`config.mk`:
```
export PLATFORM = sky130hd
export DESIGN_NAME = dct_transpose_pingpong_buf
export DESIGN_NICKNAME = d
export VERILOG_FILES = /design/src/rtl/dct_transpose_pingpong_buf.sv
export SDC_FILE = /design/constraint.sdc
export NUM_CORES = 1
export LEC_CHECK = 0
export ABC_AREA = 1
export BUFFER_PORTS_ARGS = -buffer_cell sky130_fd_sc_hd__buf_4
export CORE_MARGIN = 2
export CORE_UTILIZATION = 55
export CTS_CLUSTER_SIZE = 40
export DETAILED_ROUTE_END_ITERATION = 12
export GPL_ROUTABILITY_DRIVEN = 0
export PLACE_DENSITY = 0.73
export SLEW_MARGIN = 10
export SYNTH_ARGS = -nofsm -noshare
export SYNTH_HDL_FRONTEND = slang
export SYNTH_SLANG_ARGS = --single-unit
export TNS_END_PERCENT = 5
```
`constraint.sdc`:
```
create_clock -name clk -period 7.5 [get_ports clk]
set_input_delay 0.375 -clock clk [delete_from_list [all_inputs] [get_ports clk]]
set_output_delay 0.375 -clock clk [all_outputs]
set_load 0.02 [all_outputs]
```
`src/rtl/dct_transpose_pingpong_buf.sv`:
```
// Ping-pong NxN transpose buffer between the DCT row and column passes.
// Each bank keeps its beats as written; a transposed read gathers elements across the bank.
module dct_transpose_pingpong_buf #(
    parameter int DATA_WIDTH = 8,
    parameter int N          = 8,
    parameter int LANES      = 2
) (
    input  logic                          clk,
    input  logic                          rst_n,
    input  logic                          s_valid,
    output logic                          s_ready,
    input  logic [DATA_WIDTH*N*LANES-1:0] s_data,
    input  logic                          s_col_mode,
    input  logic                          s_transpose,
    output logic                          m_valid,
    input  logic                          m_ready,
    output logic [DATA_WIDTH*N*LANES-1:0] m_data,
    output logic                          m_last,
    output logic [1:0]                    buf_level
);

    localparam int BPB       = N / LANES;
    localparam int BW        = (BPB > 1) ? $clog2(BPB) : 1;
    localparam int BEAT_BITS = DATA_WIDTH * N * LANES;
    localparam int BANK_BITS = BEAT_BITS * BPB;
    localparam logic [BW-1:0] LAST_BEAT = BW'(BPB - 1);

    typedef enum logic [1:0] {
        BANK_EMPTY,
        BANK_FILLING,
        BANK_FULL,
        BANK_DRAINING
    } bank_state_t;

    bank_state_t          state_q [2];
    bank_state_t          state_d [2];
    logic                 wr_bank_q;
    logic                 rd_bank_q;
    logic [BW-1:0]        wr_beat_q;
    logic [BW-1:0]        rd_beat_q;
    logic                 col_mode_q  [2];
    logic                 transpose_q [2];
    logic [BEAT_BITS-1:0] mem [2][BPB];

    logic                 wr_fire;
    logic                 rd_fire;
    logic                 wr_last;
    logic                 rd_last;
    logic                 wr_open;
    logic                 rd_busy;
    logic                 busy0;
    logic                 busy1;
    logic [BANK_BITS-1:0] bank_flat;
    logic [BEAT_BITS-1:0] xposed;

    assign wr_open = (state_q[wr_bank_q] == BANK_EMPTY) || (state_q[wr_bank_q] == BANK_FILLING);
    assign rd_busy = (state_q[rd_bank_q] == BANK_FULL)  || (state_q[rd_bank_q] == BANK_DRAINING);
    assign busy0   = (state_q[0] == BANK_FULL) || (state_q[0] == BANK_DRAINING);
    assign busy1   = (state_q[1] == BANK_FULL) || (state_q[1] == BANK_DRAINING);

    assign s_ready   = rst_n & wr_open;
    assign m_valid   = rd_busy;
    assign wr_fire   = s_valid & s_ready;
    assign rd_fire   = m_valid & m_ready;
    assign wr_last   = (wr_beat_q == LAST_BEAT);
    assign rd_last   = (rd_beat_q == LAST_BEAT);
    assign m_last    = m_valid & rd_last;
    assign buf_level = {1'b0, busy0} + {1'b0, busy1};

    // Write and read never target the same bank: one needs EMPTY/FILLING, the other FULL/DRAINING.
    always_comb begin
        state_d[0] = state_q[0];
        state_d[1] = state_q[1];
        if (wr_fire) begin
            state_d[wr_bank_q] = wr_last ? BANK_FULL : BANK_FILLING;
        end
        if (rd_fire) begin
            state_d[rd_bank_q] = rd_last ? BANK_EMPTY : BANK_DRAINING;
        end
    end

    // NOTE: sequential state uses non-blocking assignments so every register samples pre-edge values.
    always_ff @(posedge clk) begin
        if (!rst_n) begin
            state_q[0] <= BANK_EMPTY;
            state_q[1] <= BANK_EMPTY;
            wr_bank_q  <= 1'b0;
            rd_bank_q  <= 1'b0;
            wr_beat_q  <= '0;
            rd_beat_q  <= '0;
        end else begin
            state_q[0] <= state_d[0];
            state_q[1] <= state_d[1];
            if (wr_fire) begin
                if (wr_last) begin
                    wr_beat_q <= '0;
                    wr_bank_q <= ~wr_bank_q;
                end else begin
                    wr_beat_q <= wr_beat_q + 1'b1;
                end
            end
            if (rd_fire) begin
                if (rd_last) begin
                    rd_beat_q <= '0;
                    rd_bank_q <= ~rd_bank_q;
                end else begin
                    rd_beat_q <= rd_beat_q + 1'b1;
                end
            end
        end
    end

    // NOTE: storage and per-bank mode bits carry no reset; bank state alone says whether contents are valid.
    always_ff @(posedge clk) begin
        if (wr_fire) begin
            mem[wr_bank_q][wr_beat_q] <= s_data;
            if (wr_beat_q == '0) begin
                col_mode_q[wr_bank_q]  <= s_col_mode;
                transpose_q[wr_bank_q] <= s_transpose;
            end
        end
    end

    // Stored vector s sits at bank_flat[s*N*DATA_WIDTH +: N*DATA_WIDTH], in the write orientation.
    always_comb begin
        bank_flat = '0;
        for (int b = 0; b < BPB; b++) begin
            bank_flat[b*BEAT_BITS +: BEAT_BITS] = mem[rd_bank_q][BW'(b)];
        end
    end

    // Transposed output vector v element i is stored vector i element v.
    always_comb begin
        xposed = '0;
        for (int j = 0; j < LANES; j++) begin
            for (int i = 0; i < N; i++) begin
                xposed[(j*N + i)*DATA_WIDTH +: DATA_WIDTH] =
                    bank_flat[(i*N + int'(rd_beat_q)*LANES + j)*DATA_WIDTH +: DATA_WIDTH];
            end
        end
    end

    // col_mode XOR transpose differs from the write orientation exactly when transpose is set.
    assign m_data = transpose_q[rd_bank_q] ? xposed : mem[rd_bank_q][rd_beat_q];

endmodule

```
### Word level (Yosys, flattened, before mapping)

Memory sizes are Yosys's and may differ from the RTL's. A register that Yosys moved wholly into a read port is not among the register bits.
Cells that the tools add are included.

* register bits: 6
* RAM bits: 1030
* memories: 3
* input port bits: 134

Memory list
* mem: words 2, bits a word 512, rd ports 1, clocked after memory_dff 1, wr ports 1, line 43 `logic [BEAT_BITS-1:0] mem [2][BPB];`
* state_q: words 2, bits a word 2, rd ports 4, clocked after memory_dff 2, wr ports 2, line 35 `bank_state_t state_q [2];`
* transpose_q: words 2, bits a word 1, rd ports 1, clocked after memory_dff 1, wr ports 1, line 42 `logic transpose_q [2];`

* eq/ne operators: 9
* order comparisons: 7
* multiplexer cells: 35
* shift-type cells: 16
* bitwise operators: 12
* add/subtract/negate cells: 18
* reductions and logical operators: 11

Operators with widths (number)
* indexed part select 256 x 32 -> 8 bit: 7
* indexed part select 256 x 12 -> 8 bit: 4
* two-way mux 128 bit: 4
* two-way mux 512 bit: 1
* indexed part select 256 x 11 -> 8 bit: 2
* binary-select mux 128 bit (select 2 bit): 1
* demux 128 bit (select 2 bit): 1
* indexed part select 256 x 10 -> 8 bit: 1
* indexed part select 256 x 7 -> 8 bit: 1
* indexed part select 256 x 8 -> 8 bit: 1
* adder 7 x 1 -> 8 bit (second input constant): 4
* adder 6 x 3 -> 7 bit (first input constant): 4
* == test 2 bit (second input constant): 8
* two-way mux 2 bit: 8
* adder 6 x 1 -> 7 bit (second input constant): 2
* two-way mux 1 bit: 14
* adder 5 x 3 -> 6 bit (first input constant): 2
* bitwise mux 4 bit: 2
* two-way mux 4 bit: 2
* adder 5 x 1 -> 6 bit (second input constant): 1
* >= comparator 3 bit (second input constant): 2
* NOT 2 -> 3 bit: 2
* adder 4 x 3 -> 5 bit (first input constant): 1
* adder 2 x 1 -> 2 bit (second input constant): 2
* 15 further kinds: 31

### Depth between registers and ports, before layout

* word-level depth: 10
* depth in mapped cells: 13
* mapped depth without buffers: 9

### Worst setup path after synthesis

Ideal clock, no wire load.

* kind: flip-flop to flip-flop
* start point: reg (tool-made name)
* end point: mem mem[1][0] in the netlist's numbering, enable pin
* period minus slack after synthesis: 7.069 ns
* setup slack: 0.431 ns
* path buffers: 0
* cell stages (with the launch flop): 7
* setup time: 0.620 ns
* data arrival time: 6.448 ns
* cell sequence: dfxtp_1 inv_1 nand2_1 inv_1 nor2_1 nand3_1 nor2_1

RTL lines (line)
* end, declared: 43

==> results.sh <==
export IMPL_status="complete, no violations"
export IMPL_synth_warnings=10
export IMPL_dp_hpwl_mm=63.9
export IMPL_synth_common_cells="edfxtp_1, nor2_1, nand2_1"
export IMPL_drv_cap=0
export IMPL_die_h_um=283
export IMPL_finalClockSkew_ns=0.0230
export IMPL_min_period_over_period_pct=71.0
export IMPL_die_w_um=283
export IMPL_finalNonFillerCells=5043
export IMPL_path_cells="buf_4 -> buf_4 -> buf_4 -> nor2_1 -> nor2_1 -> o21ai_0 -> nand2_1 -> a21oi_1 -> nor2_1 -> buf_4"
export IMPL_syn_inst=3631
export IMPL_hold_viol_final=0
export IMPL_crit_arrival_ns=4.95
export IMPL_ys_ff_latch=1036
export IMPL_fmax_mhz=188
export IMPL_critPathMaxFanout=102
export IMPL_synth_nets=3772
export IMPL_min_delay_path_depth=3
export IMPL_clk_insertion_delay_late_ns=0.66
export IMPL_max_stage_delay_ns=0.90
export IMPL_cts_sinks=1036
export IMPL_drv_slew=0
export IMPL_grt_pass1_vias=27700
export IMPL_ff2ff_path_depth=7
export IMPL_final_antenna_net_count=0
export IMPL_reg2reg_from="state_q[1][1]"
export IMPL_drive_gt1_share_pct=12.6
export IMPL_grt_most_used_layer="met2"
export IMPL_drc=0
export IMPL_seq_area_sq_mm=0.0310
export IMPL_cts_setup_buffers=0
export IMPL_slowest_stage="buf_4"
export IMPL_end_kind="output pin"
export IMPL_synth_area_sq_mm=0.0429
export IMPL_cp_common_cell="buf_4"
export IMPL_ir_drop_mv=0.212
export IMPL_h_tree_depth=3
export IMPL_grt_max_degree=219
export IMPL_fillers=5739
export IMPL_worst_setup_path_start_kind="register"
export IMPL_vias=29400
export IMPL_tightestPinTransition_ns=1.34
export IMPL_fp_dieArea_sq_mm=0.0803
export IMPL_grt_remaining_overflow=0
export IMPL_yosysTopAreaCell="edfxtp_1"
export IMPL_ctsLongestPathBuffers=3
export IMPL_synthArstFlopShare_pct=0
export IMPL_yosysMostFrequentCell="edfxtp_1"
export IMPL_firstDrtPassIters=5
export IMPL_final_nets=4065
export IMPL_period_needed_ns=5.32
export IMPL_tns_ns=0
export IMPL_seq_area_frac_synth_pct=72.3
export IMPL_yosysTopAreaCellShare_pct=71.8
export IMPL_setup_viol=0
export IMPL_cts_tree="built"
export IMPL_core_area_sq_mm=0.0773
export IMPL_initial_core_util_pct=55.5
export IMPL_numCtsBuffers=102
export IMPL_grt_pass1_wl_mm=170
export IMPL_p_leak_uw=0.0179
export IMPL_post_cts_resized=0
export IMPL_routed_via_density=5.83
export IMPL_drt_wl_total_mm=114
export IMPL_ys_types=37
export IMPL_multi_input_comb_area_sq_mm=0.0105
export IMPL_antenna_found_initial=11
export IMPL_critPathKind="register to output pin"
export IMPL_ys_top_cells_by_area="edfxtp_1, nor2_1, nand2_1"
export IMPL_r2r_end="mem[0][155]"
export IMPL_cts_root_buf="clkbuf_16"
export IMPL_slew_limit_headroom_pct=10.7
export IMPL_syn2layout_area_growth_pct=16.0
export IMPL_synth_edff_count=1026
export IMPL_required_ns=7.12
export IMPL_holdCritPathClass="input port to register"
export IMPL_drt_wirelength_per_cell_um=22.7
export IMPL_min_delay_start="m_ready"
export IMPL_drt_iter0_drc=3466
export IMPL_placedCellCount=4730
export IMPL_gr_usage_met1_pct=37.5
export IMPL_avgSynthCellArea_sq_um=11.8
export IMPL_power_density_mw_per_mm2=238
export IMPL_r2r_slack_ns=4.12
export IMPL_use_met2_pct=46.3
export IMPL_rsz0062_at_grt="no"
export IMPL_use_met3_pct=4.76
export IMPL_port_buffers=265
export IMPL_num_rows=102
export IMPL_pin_count=267
export IMPL_grt_use_total_pct=27.9
export IMPL_path_clk_slew_ns=0.06
export IMPL_synth_flop_cell="edfxtp_1"
layout make-up:
type	instances	area share [%]
Sequential cell	1036	62.3
Multi-Input combinational cell	2310	21.1
Timing Repair Buffer	434	7.30
Clock buffer	121	5.27
Tap cell	1040	2.61
Clock inverter	56	0.958
Inverter	40	0.380
Antenna cell	6	0.0302
power by group:
group	internal (uW)	leakage (uW)	switching [uW]
logic	215	0.00702	389
clock network	2720	0.00152	2090
registers	6440	0.00935	15.5
total	9380	0.0179	2490
worst max path at each step:
stage	from	endpoint	slack (ns)	depth (start not counted)
6_report	register	m_data[120]	2.18	10
3_5_place_dp	register	m_data[120]	2.97	10
2_1_floorplan	register	mem[1][0]	0.43	6
3_3_place_gp	register	m_data[120]	3.01	10
4_1_cts	register	m_data[120]	2.28	10
5_1_grt	register	m_data[120]	1.89	10
cell families (layout without fill, tap and decap cells):
group | count (synthesis) | in the layout | share of synthesized area, %
AO/OA/AOI/OAI | 708 | 708 | 9.11
adder cells (fa/ha/maj) | 7 | 7 | 0.204
buffers and inverters | 285 | 651 | 3.39
flip-flops | 1036 | 1036 | 72.3
other | 0 | 6 | 0
AND/OR/NAND/NOR | 1595 | 1595 | 15.0
metrics by stage:
step / hold slack (ns) / area, sq um / utilization [%] / worst slack [ns] / total power (uW)
after global routing: 0.0464 / 49700 / 64.3 / 1.89 / 12200
after detailed placement: 0.502 / 45300 / 58.6 / 2.97 / 7110
after CTS: 0.0198 / 49700 / 64.3 / 2.28 / 11900
after floorplan: 0.474 / 42900 / - / 0.431 / 6830
final: 0.0455 / 49800 / 64.3 / 2.18 / 11900
after global placement: 0.489 / 45300 / 58.6 / 3.01 / 7100
state kept, by name (all words and copies together) (netlist names), named ones only:
register / flops
rd_bank_q: 1
wr_bank_q: 1
mem: 1024
rd_beat_q: 2
wr_beat_q: 2
transpose_q: 2
state_q: 2
what timing repair did:
action / CTS / global route
endpoints found under the hold margin: 1028 / 0
hold buffers: 130 / 0
setup endpoints to repair: 0 / 0
metal layers:
| layer | part of all wire (%) | vias up |
|---|---|---|
| met5 | 0.090 | - |
| met4 | 3.2 | 16 |
| met2 | 49 | 1422 |
| li1 | - | 13500 |
| met3 | 9.1 | 203 |
| met1 | 38 | 14300 |
cell usage in the layout, fill, tap and decap left out, types with 64 or more instances in the layout:
cell and instances:
nand3_1 245, o22ai_1 64, dlygate4sd3_1 130, nand2_1 633
o21ai_1 164, o211ai_1 81, o21ai_0 344, buf_4 300
edfxtp_1 1026, nor2_1 655, clkbuf_16 102
worst max-delay path, delay by kind of cell, from the launching register on:
| kind | cells | cell delay, ns |
|---|---|---|
| AOI/OAI and AO/OA | 2 | 0.30 |
| buffers and inverters | 4 | 2.30 |
| DFF | 1 | 0.69 |
| and+or+nand+nor | 4 | 0.84 |
Note: power is estimated with default switching activity, not from simulation.
